`config.mk`:
```
export PLATFORM = sky130hd
export DESIGN_NAME = line_fill_wb_engine_flat
export DESIGN_NICKNAME = d
export VERILOG_FILES = /design/src/rtl/line_fill_wb_engine_pkg.sv /design/src/rtl/line_fill_wb_engine_if.sv /design/src/rtl/line_fill_wb_engine_counter.sv /design/src/rtl/line_fill_wb_engine.sv /design/src/flat_wrapper.sv
export SDC_FILE = /design/constraint.sdc
export NUM_CORES = 1
export LEC_CHECK = 0
export CORE_ASPECT_RATIO = 0.5
export CORE_MARGIN = 5
export CORE_UTILIZATION = 39
export CTS_CLUSTER_SIZE = 24
export DETAILED_ROUTE_END_ITERATION = 16
export GPL_TIMING_DRIVEN = 0
export PLACE_DENSITY_LB_ADDON = 0.05
export SETUP_SLACK_MARGIN = 0.02
export SLEW_MARGIN = 20
export SYNTH_ARGS = -nofsm -noshare
export SYNTH_HDL_FRONTEND = slang
export SYNTH_SLANG_ARGS = --single-unit
```
`constraint.sdc`:
```
create_clock -name clk -period 2.25 [get_ports clk]
set_input_delay 0.225 -clock clk [delete_from_list [all_inputs] [get_ports clk]]
set_output_delay 0.225 -clock clk [all_outputs]
set_load 0.01 [all_outputs]
```
`src/rtl/line_fill_wb_engine_pkg.sv`:
```
// Shared cache definitions: line-engine state encoding, line geometry and
// address-field positions common to the cache controller and the line engine.
package cache_pkg;

  localparam int ADDR_W     = 32;
  localparam int WORD_W     = 32;
  localparam int OFFSET_W   = 6;
  localparam int WORD_IDX_W = OFFSET_W - 2;
  localparam int WORDS      = 1 << WORD_IDX_W;

  // Address split: [TAG_MSB:TAG_LSB] tag, [SET_MSB:SET_LSB] set, [OFFSET_MSB:0] offset
  localparam int SET_W      = 7;
  localparam int OFFSET_MSB = OFFSET_W - 1;
  localparam int SET_LSB    = OFFSET_W;
  localparam int SET_MSB    = SET_LSB + SET_W - 1;
  localparam int TAG_LSB    = SET_MSB + 1;
  localparam int TAG_MSB    = ADDR_W - 1;

  typedef enum logic [1:0] {
    LE_IDLE = 2'd0,
    LE_WB   = 2'd1,
    LE_FILL = 2'd2,
    LE_DONE = 2'd3
  } line_state_t;

endpackage

```
`src/rtl/line_fill_wb_engine_if.sv`:
```
// Bundle between the cache controller / data array / main memory and the
// line-transfer engine. The engine takes the slave view.
interface line_fill_wb_engine_if
  import cache_pkg::*;
#(
  parameter int ADDRESS_WIDTH = ADDR_W,
  parameter int DATA_WIDTH    = WORD_W,
  parameter int OFFSET_WIDTH  = OFFSET_W
);
  localparam int IDX_W = OFFSET_WIDTH - 2;

  logic                     req_valid;
  logic                     req_ready;
  logic                     req_wb;
  logic                     req_fill;
  logic [ADDRESS_WIDTH-1:0] victim_addr;
  logic [ADDRESS_WIDTH-1:0] fill_addr;

  logic [IDX_W-1:0]         wb_word_idx;
  logic [DATA_WIDTH-1:0]    wb_word;
  logic                     fill_we;
  logic [IDX_W-1:0]         fill_word_idx;
  logic [DATA_WIDTH-1:0]    fill_data;

  logic                     done;
  logic                     busy;

  logic                     mem_req;
  logic                     mem_we;
  logic [ADDRESS_WIDTH-1:0] mem_addr;
  logic [DATA_WIDTH-1:0]    mem_wdata;
  logic [DATA_WIDTH-1:0]    mem_rdata;
  logic                     mem_ack;

  modport slave (
    input  req_valid, req_wb, req_fill, victim_addr, fill_addr,
    input  wb_word, mem_rdata, mem_ack,
    output req_ready, wb_word_idx, fill_we, fill_word_idx, fill_data,
    output done, busy, mem_req, mem_we, mem_addr, mem_wdata
  );

  modport master (
    output req_valid, req_wb, req_fill, victim_addr, fill_addr,
    output wb_word, mem_rdata, mem_ack,
    input  req_ready, wb_word_idx, fill_we, fill_word_idx, fill_data,
    input  done, busy, mem_req, mem_we, mem_addr, mem_wdata
  );

endinterface

```
`src/rtl/line_fill_wb_engine_counter.sv`:
```
// Word index within a line; shared by the write-back and refill phases.
module line_word_counter #(
  parameter int W = 4
) (
  input  logic         clk,
  input  logic         reset_n,
  input  logic         clr,
  input  logic         inc,
  output logic [W-1:0] cnt,
  output logic         last
);

  always_ff @(posedge clk or negedge reset_n) begin
    if (!reset_n) begin
      cnt <= '0;
    end else if (clr) begin
      cnt <= '0;
    end else if (inc) begin
      cnt <= cnt + 1'b1;
    end
  end

  // Natural wrap of the W-bit counter returns it to 0 after the last word.
  assign last = &cnt;

endmodule

```
`src/rtl/line_fill_wb_engine.sv`:
```
// Line-transfer engine: optional dirty-victim write-back then optional refill,
// one word per accepted memory transfer, single done pulse on completion.
module line_fill_wb_engine
  import cache_pkg::*;
#(
  parameter int ADDRESS_WIDTH = 32,
  parameter int DATA_WIDTH    = 32,
  parameter int OFFSET_WIDTH  = 6
) (
  input  logic                 clk,
  input  logic                 reset_n,
  line_fill_wb_engine_if.slave bus
);

  localparam int IDX_W  = OFFSET_WIDTH - 2;
  localparam int LINE_W = ADDRESS_WIDTH - OFFSET_WIDTH;

  line_state_t             state, state_nxt;
  logic [LINE_W-1:0]       victim_line;
  logic [LINE_W-1:0]       fill_line;
  logic                    fill_pend;
  logic [IDX_W-1:0]        cnt;
  logic                    cnt_last;
  logic                    accept;
  logic                    xfer;
  logic                    in_xfer_state;
  logic                    fill_we_q;
  logic [IDX_W-1:0]        fill_idx_q;
  logic [DATA_WIDTH-1:0]   fill_data_q;

  assign accept        = bus.req_valid && (state == LE_IDLE);
  assign in_xfer_state = (state == LE_WB) || (state == LE_FILL);
  assign xfer          = in_xfer_state && bus.mem_ack;

  line_word_counter #(.W(IDX_W)) u_cnt (
    .clk     (clk),
    .reset_n (reset_n),
    .clr     (state == LE_IDLE),
    .inc     (xfer),
    .cnt     (cnt),
    .last    (cnt_last)
  );

  always_ff @(posedge clk or negedge reset_n) begin
    if (!reset_n) begin
      state <= LE_IDLE;
    end else begin
      state <= state_nxt;
    end
  end

  always_comb begin
    state_nxt = state;
    case (state)
      LE_IDLE: begin
        if (bus.req_valid) begin
          if (bus.req_wb)        state_nxt = LE_WB;
          else if (bus.req_fill) state_nxt = LE_FILL;
          else                   state_nxt = LE_DONE;
        end
      end
      LE_WB: begin
        if (xfer && cnt_last) state_nxt = fill_pend ? LE_FILL : LE_DONE;
      end
      LE_FILL: begin
        if (xfer && cnt_last) state_nxt = LE_DONE;
      end
      LE_DONE: state_nxt = LE_IDLE;
      default: state_nxt = LE_IDLE;
    endcase
  end

  // Memory-side and cache-read-side outputs are decoded straight from state so
  // an asynchronous reset drops mem_req in the same cycle.
  always_comb begin
    bus.req_ready   = 1'b0;
    bus.busy        = 1'b1;
    bus.done        = 1'b0;
    bus.mem_req     = 1'b0;
    bus.mem_we      = 1'b0;
    bus.mem_addr    = '0;
    bus.mem_wdata   = '0;
    bus.wb_word_idx = '0;
    case (state)
      LE_IDLE: begin
        bus.req_ready = 1'b1;
        bus.busy      = 1'b0;
      end
      LE_WB: begin
        bus.mem_req     = 1'b1;
        bus.mem_we      = 1'b1;
        bus.mem_addr    = {victim_line, cnt, 2'b00};
        bus.mem_wdata   = bus.wb_word;
        bus.wb_word_idx = cnt;
      end
      LE_FILL: begin
        bus.mem_req  = 1'b1;
        bus.mem_addr = {fill_line, cnt, 2'b00};
      end
      LE_DONE: bus.done = 1'b1;
      default: ;
    endcase
  end

  always_ff @(posedge clk or negedge reset_n) begin
    if (!reset_n) begin
      victim_line <= '0;
      fill_line   <= '0;
      fill_pend   <= 1'b0;
      fill_we_q   <= 1'b0;
      fill_idx_q  <= '0;
      fill_data_q <= '0;
    end else begin
      if (accept) begin
        victim_line <= bus.victim_addr[ADDRESS_WIDTH-1:OFFSET_WIDTH];
        fill_line   <= bus.fill_addr[ADDRESS_WIDTH-1:OFFSET_WIDTH];
        fill_pend   <= bus.req_fill;
      end
      fill_we_q <= (state == LE_FILL) && xfer;
      if ((state == LE_FILL) && xfer) begin
        fill_idx_q  <= cnt;
        fill_data_q <= bus.mem_rdata;
      end
    end
  end

  assign bus.fill_we       = fill_we_q;
  assign bus.fill_word_idx = fill_idx_q;
  assign bus.fill_data     = fill_data_q;

endmodule

```
`src/flat_wrapper.sv`:
```
// flat-port wrapper written by rule: the top's interface ports become plain ports
module line_fill_wb_engine_flat import cache_pkg::*;
#(
  parameter int ADDRESS_WIDTH = 32,
  parameter int DATA_WIDTH    = 32,
  parameter int OFFSET_WIDTH  = 6
)
  (clk, reset_n, bus_req_valid, bus_req_wb, bus_req_fill, bus_victim_addr, bus_fill_addr, bus_wb_word, bus_mem_rdata, bus_mem_ack, bus_req_ready, bus_wb_word_idx, bus_fill_we, bus_fill_word_idx, bus_fill_data, bus_done, bus_busy, bus_mem_req, bus_mem_we, bus_mem_addr, bus_mem_wdata);
  line_fill_wb_engine_if #(.ADDRESS_WIDTH(ADDRESS_WIDTH), .DATA_WIDTH(DATA_WIDTH), .OFFSET_WIDTH(OFFSET_WIDTH)) bus_i ();
  input  logic clk;
  input  logic reset_n;
  input wire logic [$bits(bus_i.req_valid)-1:0] bus_req_valid;
  input wire logic [$bits(bus_i.req_wb)-1:0] bus_req_wb;
  input wire logic [$bits(bus_i.req_fill)-1:0] bus_req_fill;
  input wire logic [$bits(bus_i.victim_addr)-1:0] bus_victim_addr;
  input wire logic [$bits(bus_i.fill_addr)-1:0] bus_fill_addr;
  input wire logic [$bits(bus_i.wb_word)-1:0] bus_wb_word;
  input wire logic [$bits(bus_i.mem_rdata)-1:0] bus_mem_rdata;
  input wire logic [$bits(bus_i.mem_ack)-1:0] bus_mem_ack;
  output wire logic [$bits(bus_i.req_ready)-1:0] bus_req_ready;
  output wire logic [$bits(bus_i.wb_word_idx)-1:0] bus_wb_word_idx;
  output wire logic [$bits(bus_i.fill_we)-1:0] bus_fill_we;
  output wire logic [$bits(bus_i.fill_word_idx)-1:0] bus_fill_word_idx;
  output wire logic [$bits(bus_i.fill_data)-1:0] bus_fill_data;
  output wire logic [$bits(bus_i.done)-1:0] bus_done;
  output wire logic [$bits(bus_i.busy)-1:0] bus_busy;
  output wire logic [$bits(bus_i.mem_req)-1:0] bus_mem_req;
  output wire logic [$bits(bus_i.mem_we)-1:0] bus_mem_we;
  output wire logic [$bits(bus_i.mem_addr)-1:0] bus_mem_addr;
  output wire logic [$bits(bus_i.mem_wdata)-1:0] bus_mem_wdata;
  assign bus_i.req_valid = bus_req_valid;
  assign bus_i.req_wb = bus_req_wb;
  assign bus_i.req_fill = bus_req_fill;
  assign bus_i.victim_addr = bus_victim_addr;
  assign bus_i.fill_addr = bus_fill_addr;
  assign bus_i.wb_word = bus_wb_word;
  assign bus_i.mem_rdata = bus_mem_rdata;
  assign bus_i.mem_ack = bus_mem_ack;
  assign bus_req_ready = bus_i.req_ready;
  assign bus_wb_word_idx = bus_i.wb_word_idx;
  assign bus_fill_we = bus_i.fill_we;
  assign bus_fill_word_idx = bus_i.fill_word_idx;
  assign bus_fill_data = bus_i.fill_data;
  assign bus_done = bus_i.done;
  assign bus_busy = bus_i.busy;
  assign bus_mem_req = bus_i.mem_req;
  assign bus_mem_we = bus_i.mem_we;
  assign bus_mem_addr = bus_i.mem_addr;
  assign bus_mem_wdata = bus_i.mem_wdata;
  line_fill_wb_engine #(.ADDRESS_WIDTH(ADDRESS_WIDTH), .DATA_WIDTH(DATA_WIDTH), .OFFSET_WIDTH(OFFSET_WIDTH)) u_core (.clk(clk), .reset_n(reset_n), .bus(bus_i));
endmodule
```
==> impl_results.md, run 1 <==
- Outcome: complete, no violations
- Post-DP HPWL: 9980 um
- Initial Util: 40.5%
- Gr usage total: 18.5%
- Number of hold violations in the final report: 0
- Cell Count, Final, Fillers Out: 732
- Clk pin slew, worst setup/hold paths: 0.07 ns
- Maximum VDD drop: 0.605 mV
- Nature of the critical path startpoint: flop
- GR Overflow Total: 0
- Leak Pwr: 3.39 nW
- Worst setup EP type: output port
- Post-Syn Area: 0.00452 sq mm
- Fin. max-slew vios: 0
- DR vias: 3477
- Die width: 162 um
- Core area: 0.0111 sq mm
- Cells after Synth: 338
- CP startpoint: u_core.state[1]
- Routed WL: 13100 um
- Path type of the worst setup path: flop to output port
- NumNets Final: 721
- Crit path max fanout: 10
- Num rows: 27
- Clock Latency Late Sink: 0.33 ns
- Commonest non-fill, non-tap cell in the layout: clkdlybuf4s50_1
- Routed wire per std cell: 17.8 um
- Min-delay worst type: input port to async pin
- Placed cells: 714
- RSZ-0062 raised after global routing: false
- Finish-stage setup viols: 0
- Max-Cap Viols: 0
- Clk_skew: 0.0102 ns
- CTS Buf Count: 9
- Power Dens Cells: 1320 mW/mm^2
- I/O pin cnt: 244
- Worst reg2reg setup slack: 0.49 ns
- Tcrit/Tclk final: 94.8%
- Required time worst endpoint: 2.03 ns
- Sink Count: 96
- Critical path arrival: 1.91 ns
- H-tree depth: 3
- Post-route ant nets: 0
- Fillcell total: 902
- Die height: 86.1 um
- Power Total: 9.64 mW
- Drt first pass iters: 4
- Number of flops mapped to enable cells by yosys: 0
- Setup crit end: bus_mem_wdata[2]
- Reg-to-reg critical path startpoint: u_core.state[0]
- CTS tree: built
- Ys Warns: 0
- Drt drc: 0
- DR iter-0 viols: 112
- Area delta synth->final: 62.3%
- Worst-case clock buffer depth: 2
- FMAX: 0.469 GHz
- Netlist cell types: 29
- I/O Buffers: 229
- Post-synth ARST share: 100%
- Mapped Avg Cell Area: 13.4 sq um
- Flops & latches, synth: 96
- First-pass GRT wire length: 20400 um
- Register area share after synthesis: 53.2%
- Layout cell share with drive strength beyond 1: 25.2%
- CTS root buffer: clkbuf_16
- Fin crit period: 2.13 ns
- Ant diodes: 0
- FF-to-FF End: u_core.victim_line[1]
- Die Area: 0.0140 sq mm
- Largest net degree at the start of global routing: 73
- Most frequent cells in the layout: clkdlybuf4s50_1, dfrtp_1, mux2_2
- Initial antenna violation count: 0
- GP Congestion: 0.806
- Ys flop type: dfrtp_1
- Reg2reg path depth: 6
- Vias in the first global route: 3753
- Vias per cell: 4.75
where the power goes:
group	switching, mW	internal [mW]	leakage [nW]
clock	0.660	0.786	0.128
combinational	2.13	3.03	2.11
sequential	0.453	2.58	1.16
total	3.24	6.40	3.39
what timing repair did:
item	4_1_cts	5_1_grt
setup endpoints to repair	66	19
hold buffers	1	0
gates cloned	0	0
endpoints found under the hold margin	24	0
gates resized for setup	96	23
setup buffers	1	0
layer usage:
layer  vias to the layer above  routed length, um  global-route usage [%]
li1                       1651                  -                       -
met1                      1714               5700                    23.0
met2                       108               6350                    32.0
met3                         4                966                    6.48
met4                         0                 40                    2.84
met5                         -                  0                       0
cell usage after synthesis (2+ instances only):
master,number,share of area (%)
xor2_1,2,0.39
buf_4,3,0.50
nor2_1,3,0.25
mux2_2,60,15
clkbuf_1,7,0.58
and2_1,40,5.5
mux2_4,29,9.6
a21oi_1,2,0.22
a22oi_1,26,4.3
ha_1,5,1.4
inv_1,4,0.33
buf_6,3,0.75
mux2i_1,2,0.44
dfrtp_1,96,53
nand2_1,3,0.25
buf_2,10,1.1
o21ai_0,2,0.22
nand3_1,3,0.33
nor2b_1,28,3.9
worst min-delay path by stage:
stage	slack, ns	cells after the start	startpoint	end
5_1_grt	0.34	2	reset_n	u_core.bus.fill_data[12]
4_1_cts	0.31	2	reset_n	u_core.bus.fill_data[4]
3_5_place_dp	0.10	1	reset_n	u_core.bus.fill_data[4]
6_report	0.32	2	reset_n	u_core.bus.fill_data[4]
2_1_floorplan	-0.07	0	reset_n	u_core.bus.fill_data[0]
3_3_place_gp	0.49	1	u_core.victim_line[8]	u_core.victim_line[8]
worst max-delay path, stage by stage, from the launching register on:
cell	delay [ns]
dfrtp_1	0.41
inv_2	0.10
ha_2	0.21
buf_4	0.17
and2_1	0.13
clkdlybuf4s50_1	0.55
flip-flops by register name (all words and copies together), names as in the netlist:
| name | cells |
|---|---|
| u_core.fill_pend | 1 |
| u_core.u_cnt.cnt | 4 |
| u_core.victim_line | 26 |
| u_core.bus.fill_data | 32 |
| u_core.bus.fill_we | 1 |
| u_core.bus.fill_word_idx | 4 |
| u_core.state | 2 |
| u_core.fill_line | 26 |
cell type report:
class,count,area [sq um],area share (%)
Inverter,4,15.0,0.205
Clock inverter,5,40.0,0.546
Multi-Input combinational cell,215,1990,27.2
Timing Repair Buffer,232,2240,30.6
Sequential cell,96,2400,32.8
Clock buffer,11,243,3.31
Tap cell,145,181,2.47
Buffer,24,216,2.95
through the flow:
step                area (sq um)  setup TNS [ns]  util (%)  setup slack (ns)  hold slack, ns
floorplan                   4520               0         -             0.546         -0.0706
global placement            7000         -267.21      62.7             -2.76           0.488
detailed placement          7020           -3.55      63.0            -0.279           0.101
CTS                         7350               0      65.9            0.0597           0.309
global route                7330               0      65.8            0.0263           0.341
finish                      7330               0      65.8             0.117           0.316
logic make-up (layout without fill, tap and decap cells):
kind of cell,count (synthesis),in the layout,share of synthesized area [%]
AOI/OAI and AO/OA,33,33,5.37
xor gates and xnor gates,2,2,0.388
adders and majority gates,5,5,1.38
buffers and inverters,28,276,3.35
DFF,96,96,53.2
muxes,91,91,25.0
other,1,2,0.0830
and+or+nand+nor,82,82,11.2
(Power assumes the default switching activity.)
==> run 2, diff against run 1 <==
- SLEW_MARGIN: 20 -> unset
==> run 2 against run 1 <==
Against the previous run: final cell count shrank 0.14%; flip-flop and latch count did not move; core utilization up 0.17 points; count of clock-buffer cells in the layout is 1 lower; critical path depth is 2 higher; register-to-register slack hardly changed; first-iteration DRC count rose by 31%; maximum frequency fell by 1.2%; total power grew 1.5%; worst hold slack better by 0.042 ns; wire length fell by 0.43%; critical endpoint is now bus_mem_addr[16]; largest cell class unchanged; largest power group unchanged; highest routed layer unchanged.
==> impl_results.md, run 2 (synthesis gave the netlist of run 1 again) <==
- Core area: 0.0111 sq mm (unchanged)
- Worst setup EP type: output port (unchanged)
- Most frequent cells in the layout: clkdlybuf4s50_1, dfrtp_1, mux2_2 (unchanged)
- Die width: 162 um (unchanged)
- Reg-to-reg critical path startpoint: u_core.state[0] (unchanged)
- Initial Util: 40.5% (unchanged)
- Nature of the critical path startpoint: flop (unchanged)
- Maximum VDD drop: 0.616 mV (was 0.605 mV)
- Required time worst endpoint: 2.03 ns (about the same)
- Gr usage total: 18.3% (was 18.5%)
- Routed WL: 13000 um (was 13100 um)
- Drt drc: 0 (unchanged)
- Area after DPL: 0.00702 sq mm (about the same)
- Num rows: 27 (unchanged)
- CP startpoint: u_core.state[0] (was u_core.state[1])
- DR vias: 3480 (was 3477)
- Vias in the first global route: 3717 (was 3753)
- Register area: 0.00240 sq mm (unchanged)
- Clock Latency Late Sink: 0.34 ns (was 0.33 ns)
- Finish-stage setup viols: 0 (unchanged)
- Post-route ant nets: 0 (unchanged)
- Cell area after layout: 0.00735 sq mm (was 0.00733 sq mm)
- Layout cell share with drive strength beyond 1: 24.9% (was 25.2%)
- Critical path arrival: 1.93 ns (was 1.91 ns)
- Crit path max fanout: 10 (unchanged)
- Outcome: complete, no violations (unchanged)
- Post-DP HPWL: 9880 um (was 9980 um)
- GP Congestion: 0.806 (unchanged)
- I/O Buffers: 229 (unchanged)
- Tcrit/Tclk final: 95.9% (was 94.8%)
- RSZ-0062 raised after global routing: true (was false)
- Sequential share of power: 31.0% (was 31.4%)
- Met2 usage: 31.5% (was 32.0%)
- Leak Pwr: 3.40 nW (was 3.39 nW)
- CTS tree: built (unchanged)
- Power Internal: 6.57 mW (was 6.40 mW)
- Power Total: 9.79 mW (was 9.64 mW)
- Fin. max-slew vios: 0 (unchanged)
- NumNets Final: 721 (unchanged)
- Max-Cap Viols: 0 (unchanged)
- H-tree depth: 3 (unchanged)
- Met1 Use GR: 22.8% (was 23.0%)
- Sw power: 3.21 mW (was 3.24 mW)
- Path type of the worst setup path: flop to output port (unchanged)
- First-pass GRT wire length: 20100 um (was 20400 um)
- Sw Ratio: 32.8% (was 33.6%)
- Die Area: 0.0140 sq mm (unchanged)
- CTS Buf Count: 9 (unchanged)
- Clock share of power: 16.5% (was 15.0%)
- CTS root buffer: clkbuf_16 (unchanged)
- Fillcell total: 904 (was 902)
- GR Overflow Total: 0 (unchanged)
- Power Dens Cells: 1330 mW/mm^2 (was 1320 mW/mm^2)
- Largest net degree at the start of global routing: 70 (was 73)
- Clk_skew: 0.00907 ns (was 0.0102 ns)
- Largest register FFs: 32 (unchanged)
- Routed wire per std cell: 17.8 um (about the same)
- Drt first pass iters: 4 (unchanged)
- Worst-case clock buffer depth: 2 (unchanged)
- Fin crit period: 2.16 ns (was 2.13 ns)
- Die height: 86.1 um (unchanged)
- Combinational fraction of design power: 52.5% (was 53.6%)
- Commonest non-fill, non-tap cell in the layout: clkdlybuf4s50_1 (unchanged)
- Number of hold violations in the final report: 0 (unchanged)
- FMAX: 0.463 GHz (was 0.469 GHz)
- Multi-input gate area: 0.00199 sq mm (unchanged)
- Vias per cell: 4.76 (was 4.75)
- GRT busiest layer: met2 (unchanged)
- DR iter-0 viols: 147 (was 112)
- Initial antenna violation count: 0 (unchanged)
- Min-delay worst type: input port to async pin (unchanged)
- Ant diodes: 0 (unchanged)
- I/O pin cnt: 244 (unchanged)
- Sink Count: 96 (unchanged)
- Clk pin slew, worst setup/hold paths: 0.07 ns (about the same)
- Area delta synth->final: 62.7% (was 62.3%)
- Met3 usage: 6.53% (was 6.48%)
-- run 2: changes by cell type in the layout (fill, tap and decap cells not counted), sizes merged --
cell	change
clkdlybuf4s15	-2
clkinvlp	-2
dlygate4sd2	+3
clkbuf	-2
bufinv	+2
dlymetal6s2s	-1
clkdlybuf4s50	+1
-- run 2: metrics by stage --
step | hold slack [ns] | TNS [ns] | util [%] | instances | worst slack [ns]
6_report | 0.358 | 0 | 65.9 | 731 | 0.0914
5_1_grt | 0.391 | 0 | 65.9 | 731 | 0.00165
4_1_cts | 0.359 | 0 | 66.1 | 731 | 0.0226
3_5_place_dp | 0.177 | -3.55 | 63.0 | 714 | -0.269
3_3_place_gp | 0.488 | -267.21 | 62.7 | 713 | -2.76
2_1_floorplan | -0.0706 | 0 | - | 339 | 0.546
-- run 2: final cells by class --
cell class | count | area share, %
sequential | 96 | 32.7
timing repair buffer | 232 | 30.4
multi-input combinational | 215 | 27.1
buffer | 24 | 2.89
clock inverter | 5 | 1.11
inverter | 4 | 0.204
tap | 145 | 2.47
clock buffer | 10 | 3.11
-- run 2: power groups by stage --
stage | combinational [mW] | sequential [mW] | clock, mW
2_1_floorplan | 2.70 | 3.11 | 0
3_3_place_gp | 5.17 | 3.02 | 0
3_5_place_dp | 5.22 | 3.06 | 0
4_1_cts | 5.22 | 3.03 | 1.65
5_1_grt | 5.54 | 3.14 | 1.72
6_report | 5.14 | 3.03 | 1.62
-- run 2: final timing paths --
kind                                           end  slack [ns]  cells past startpoint
hold / removal             u_core.bus.fill_data[4]        0.36                      2
setup / recovery                  bus_mem_addr[16]        0.09                      7
setup reg to reg               u_core.fill_line[2]        0.48                      6
max in group asynchronous   u_core.victim_line[13]        1.21                      3
hold reg to reg                   u_core.fill_pend        0.51                      1
min in group clk            u_core.victim_line[23]        0.50                      2
-- run 2: what timing repair did --
| action | CTS | global route |
|---|---|---|
| setup buffers | 1 | 0 |
| cloned | 0 | 0 |
| endpoints found under the setup margin | 66 | 18 |
| hold endpoints to repair | 27 | 0 |
| hold buffers | 1 | 0 |
| gates resized for setup | 95 | 19 |
-- run 2: metal layers --
layer | share of wire (%) | wire, um
met5 | 0 | 0
met4 | 0.73 | 95
met1 | 43 | 5640
met2 | 49 | 6310
met3 | 7.3 | 947
-- run 2: critical path, cell delays in order (launching register included) --
cell	delay, ns
dfrtp_1	0.41
inv_2	0.11
ha_2	0.24
buf_6	0.17
buf_6	0.16
a22oi_1	0.09
nor2b_1	0.13
dlygate4sd2_1	0.29
==> run 3, diff against run 2 <==
- SLEW_MARGIN: unset -> 20
- clock period: 2.25 -> 2 ns (I/O delays scaled with it)
==> run 3 against run 2 <==
Against the previous run: total power is 16% higher; worst hold slack worse by 0.069 ns; wire length is 3.3% higher; final cell count is 1.6% higher; register-to-register slack worse by 0.27 ns; worst setup slack worse by 0.057 ns; non-clock buffer count is 11 higher; highest routed layer unchanged; design area is 2.1% higher; critical path type unchanged; flip-flop and latch count stayed put; sequential share of layout area is 0.65 points lower; core utilization is 1.4 points higher.
==> impl_results.md, run 3 (synthesis gave the netlist of run 1 again) <==
- Outcome: complete, no violations (unchanged)
- DR vias: 3530 (was 3480)
- Tcrit/Tclk final: 98.3%
- First-pass GRT wire length: 20700 um (was 20100 um)
- Commonest non-fill, non-tap cell in the layout: clkdlybuf4s50_1 (unchanged)
- Worst-case clock buffer depth: 2 (unchanged)
- Layout cell share with drive strength beyond 1: 32.9% (was 24.9%)
- Path type of the worst setup path: flop to output port (unchanged)
- CP startpoint: u_core.state[1] (was u_core.state[0])
- Num rows: 27 (unchanged)
- Max-Cap Viols: 0 (unchanged)
- FF-to-FF End: u_core.fill_line[3] (was u_core.fill_line[2])
- Die width: 162 um (unchanged)
- Vias in the first global route: 3805 (was 3717)
- Initial Util: 40.5% (unchanged)
- Wire length on met3: 940 um (was 947 um)
- Clk_skew: 0.00749 ns (was 0.00907 ns)
- I/O Buffers: 229 (unchanged)
- RSZ-0062 raised after global routing: true (unchanged)
- Most frequent cells in the layout: clkdlybuf4s50_1, dfrtp_1, mux2_2 (unchanged)
- Min-delay worst type: input port to async pin (unchanged)
- DR iter-0 viols: 101 (was 147)
- Drt first pass iters: 5 (was 4)
- Placed cells: 714 (unchanged)
- Die height: 86.1 um (unchanged)
- Leak Pwr: 3.42 nW (was 3.40 nW)
- Vias per cell: 4.75 (was 4.76)
- Crit path max fanout: 8 (was 10)
- Ant diodes: 0 (unchanged)
- GP Congestion: 0.806 (unchanged)
- Top layer in use: met4 (unchanged)
- Fillcell total: 862 (was 904)
- Cell Count, Final, Fillers Out: 743 (was 731)
- Critical path arrival: 1.77 ns (was 1.93 ns)
- Post-route ant nets: 0 (unchanged)
- Nature of the critical path startpoint: flop (unchanged)
- FMAX: 0.509 GHz
- Core area: 0.0111 sq mm (unchanged)
- CTS Buf Count: 9 (unchanged)
- Clk pin slew, worst setup/hold paths: 0.07 ns (about the same)
- Drt drc: 0 (unchanged)
- Gr usage total: 18.7% (was 18.3%)
- Number of hold violations in the final report: 0 (unchanged)
- Sink Count: 96 (unchanged)
- Hold Slack: 0.289 ns (was 0.358 ns)
- Fin crit period: 1.97 ns
- Largest register FFs: 32 (unchanged)
- Die Area: 0.0140 sq mm (unchanged)
- Post-DP HPWL: 9980 um (was 9880 um)
- Area delta synth->final: 66.1% (was 62.7%)
- Clock Latency Late Sink: 0.33 ns (was 0.34 ns)
- Routed WL: 13400 um (was 13000 um)
- Wire length on met2: 6490 um (was 6310 um)
- Largest net degree at the start of global routing: 73 (was 70)
- I/O pin cnt: 244 (unchanged)
- H-tree depth: 3 (unchanged)
- Routed wire per std cell: 18.1 um (was 17.8 um)
- Required time worst endpoint: 1.80 ns (was 2.03 ns)
- Fin. max-slew vios: 0 (unchanged)
- Metal-1 WL: 5910 um (was 5640 um)
- Worst reg2reg setup slack: 0.21 ns (was 0.48 ns)
- GR Overflow Total: 0 (unchanged)
- Maximum VDD drop: 0.708 mV (was 0.616 mV)
- CTS tree: built (unchanged)
- CTS root buffer: clkbuf_16 (unchanged)
- Worst setup EP type: output port (unchanged)
- Finish-stage setup viols: 0 (unchanged)
- Power Dens Cells: 1520 mW/mm^2 (was 1330 mW/mm^2)
- Reg-to-reg critical path startpoint: u_core.state[0] (unchanged)
- Initial antenna violation count: 0 (unchanged)
- Reg2reg path depth: 6 (unchanged)
- NumNets Final: 732 (was 721)
==> run 3: cell type report <==
cell class / count / area [sq um] / share of cell area [%]
multi-input combinational: 215 / 2090 / 27.9
timing repair buffer: 243 / 2290 / 30.5
sequential: 96 / 2400 / 32.0
clock buffer: 11 / 243 / 3.23
buffer: 24 / 241 / 3.22
clock inverter: 5 / 40.0 / 0.534
tap: 145 / 181 / 2.42
inverter: 4 / 15.0 / 0.200
==> run 3: what timing repair did <==
action	in CTS	in global routing
cloned	0	2
setup buffers	7	3
pin swaps	0	15
hold endpoints to repair	24	0
endpoints found under the setup margin	68	42
hold buffers	1	0
resized for setup	204	25
==> run 3: stage by stage <==
stage	worst slack, ns	TNS [ns]	power (mW)	util, %	cell area [sq um]
after floorplan	0.321	0	6.54	-	4520
after global placement	-2.98	-299.29	9.21	62.7	7000
after detailed placement	-0.504	-14.15	9.33	63.0	7020
after CTS	0.0259	0	11.2	66.0	7360
after global routing	-0.0630	-0.465	12.1	67.3	7500
final	0.0346	0	11.4	67.3	7500
==> run 3: where the power goes <==
group	switching (mW)	internal, mW	total [mW]
combinational	2.55	3.72	6.27
sequential	0.565	2.91	3.47
clock	0.739	0.884	1.62
total	3.86	7.51	11.4
==> run 3: worst max path at each step <==
stage	end	depth (start not counted)
3_5_place_dp	bus_mem_addr[2]	6
6_report	bus_mem_addr[16]	8
4_1_cts	bus_mem_addr[16]	8
5_1_grt	bus_mem_addr[16]	8
2_1_floorplan	bus_mem_addr[2]	5
3_3_place_gp	u_core.victim_line[25]	1
==> run 3: per-layer routing <==
metal | vias up | GRT usage (%)
li1 | 1674 | -
met5 | - | 0
met1 | 1740 | 23.3
met2 | 108 | 32.4
met3 | 8 | 6.53
met4 | 0 | 3.15
==> run 3: critical path, cell delays in order (launching register included) <==
cell,delay (ns)
dfrtp_1,0.41
inv_2,0.12
ha_4,0.16
buf_8,0.12
buf_12,0.13
buf_8,0.13
a22oi_2,0.05
nor2b_1,0.15
buf_2,0.16
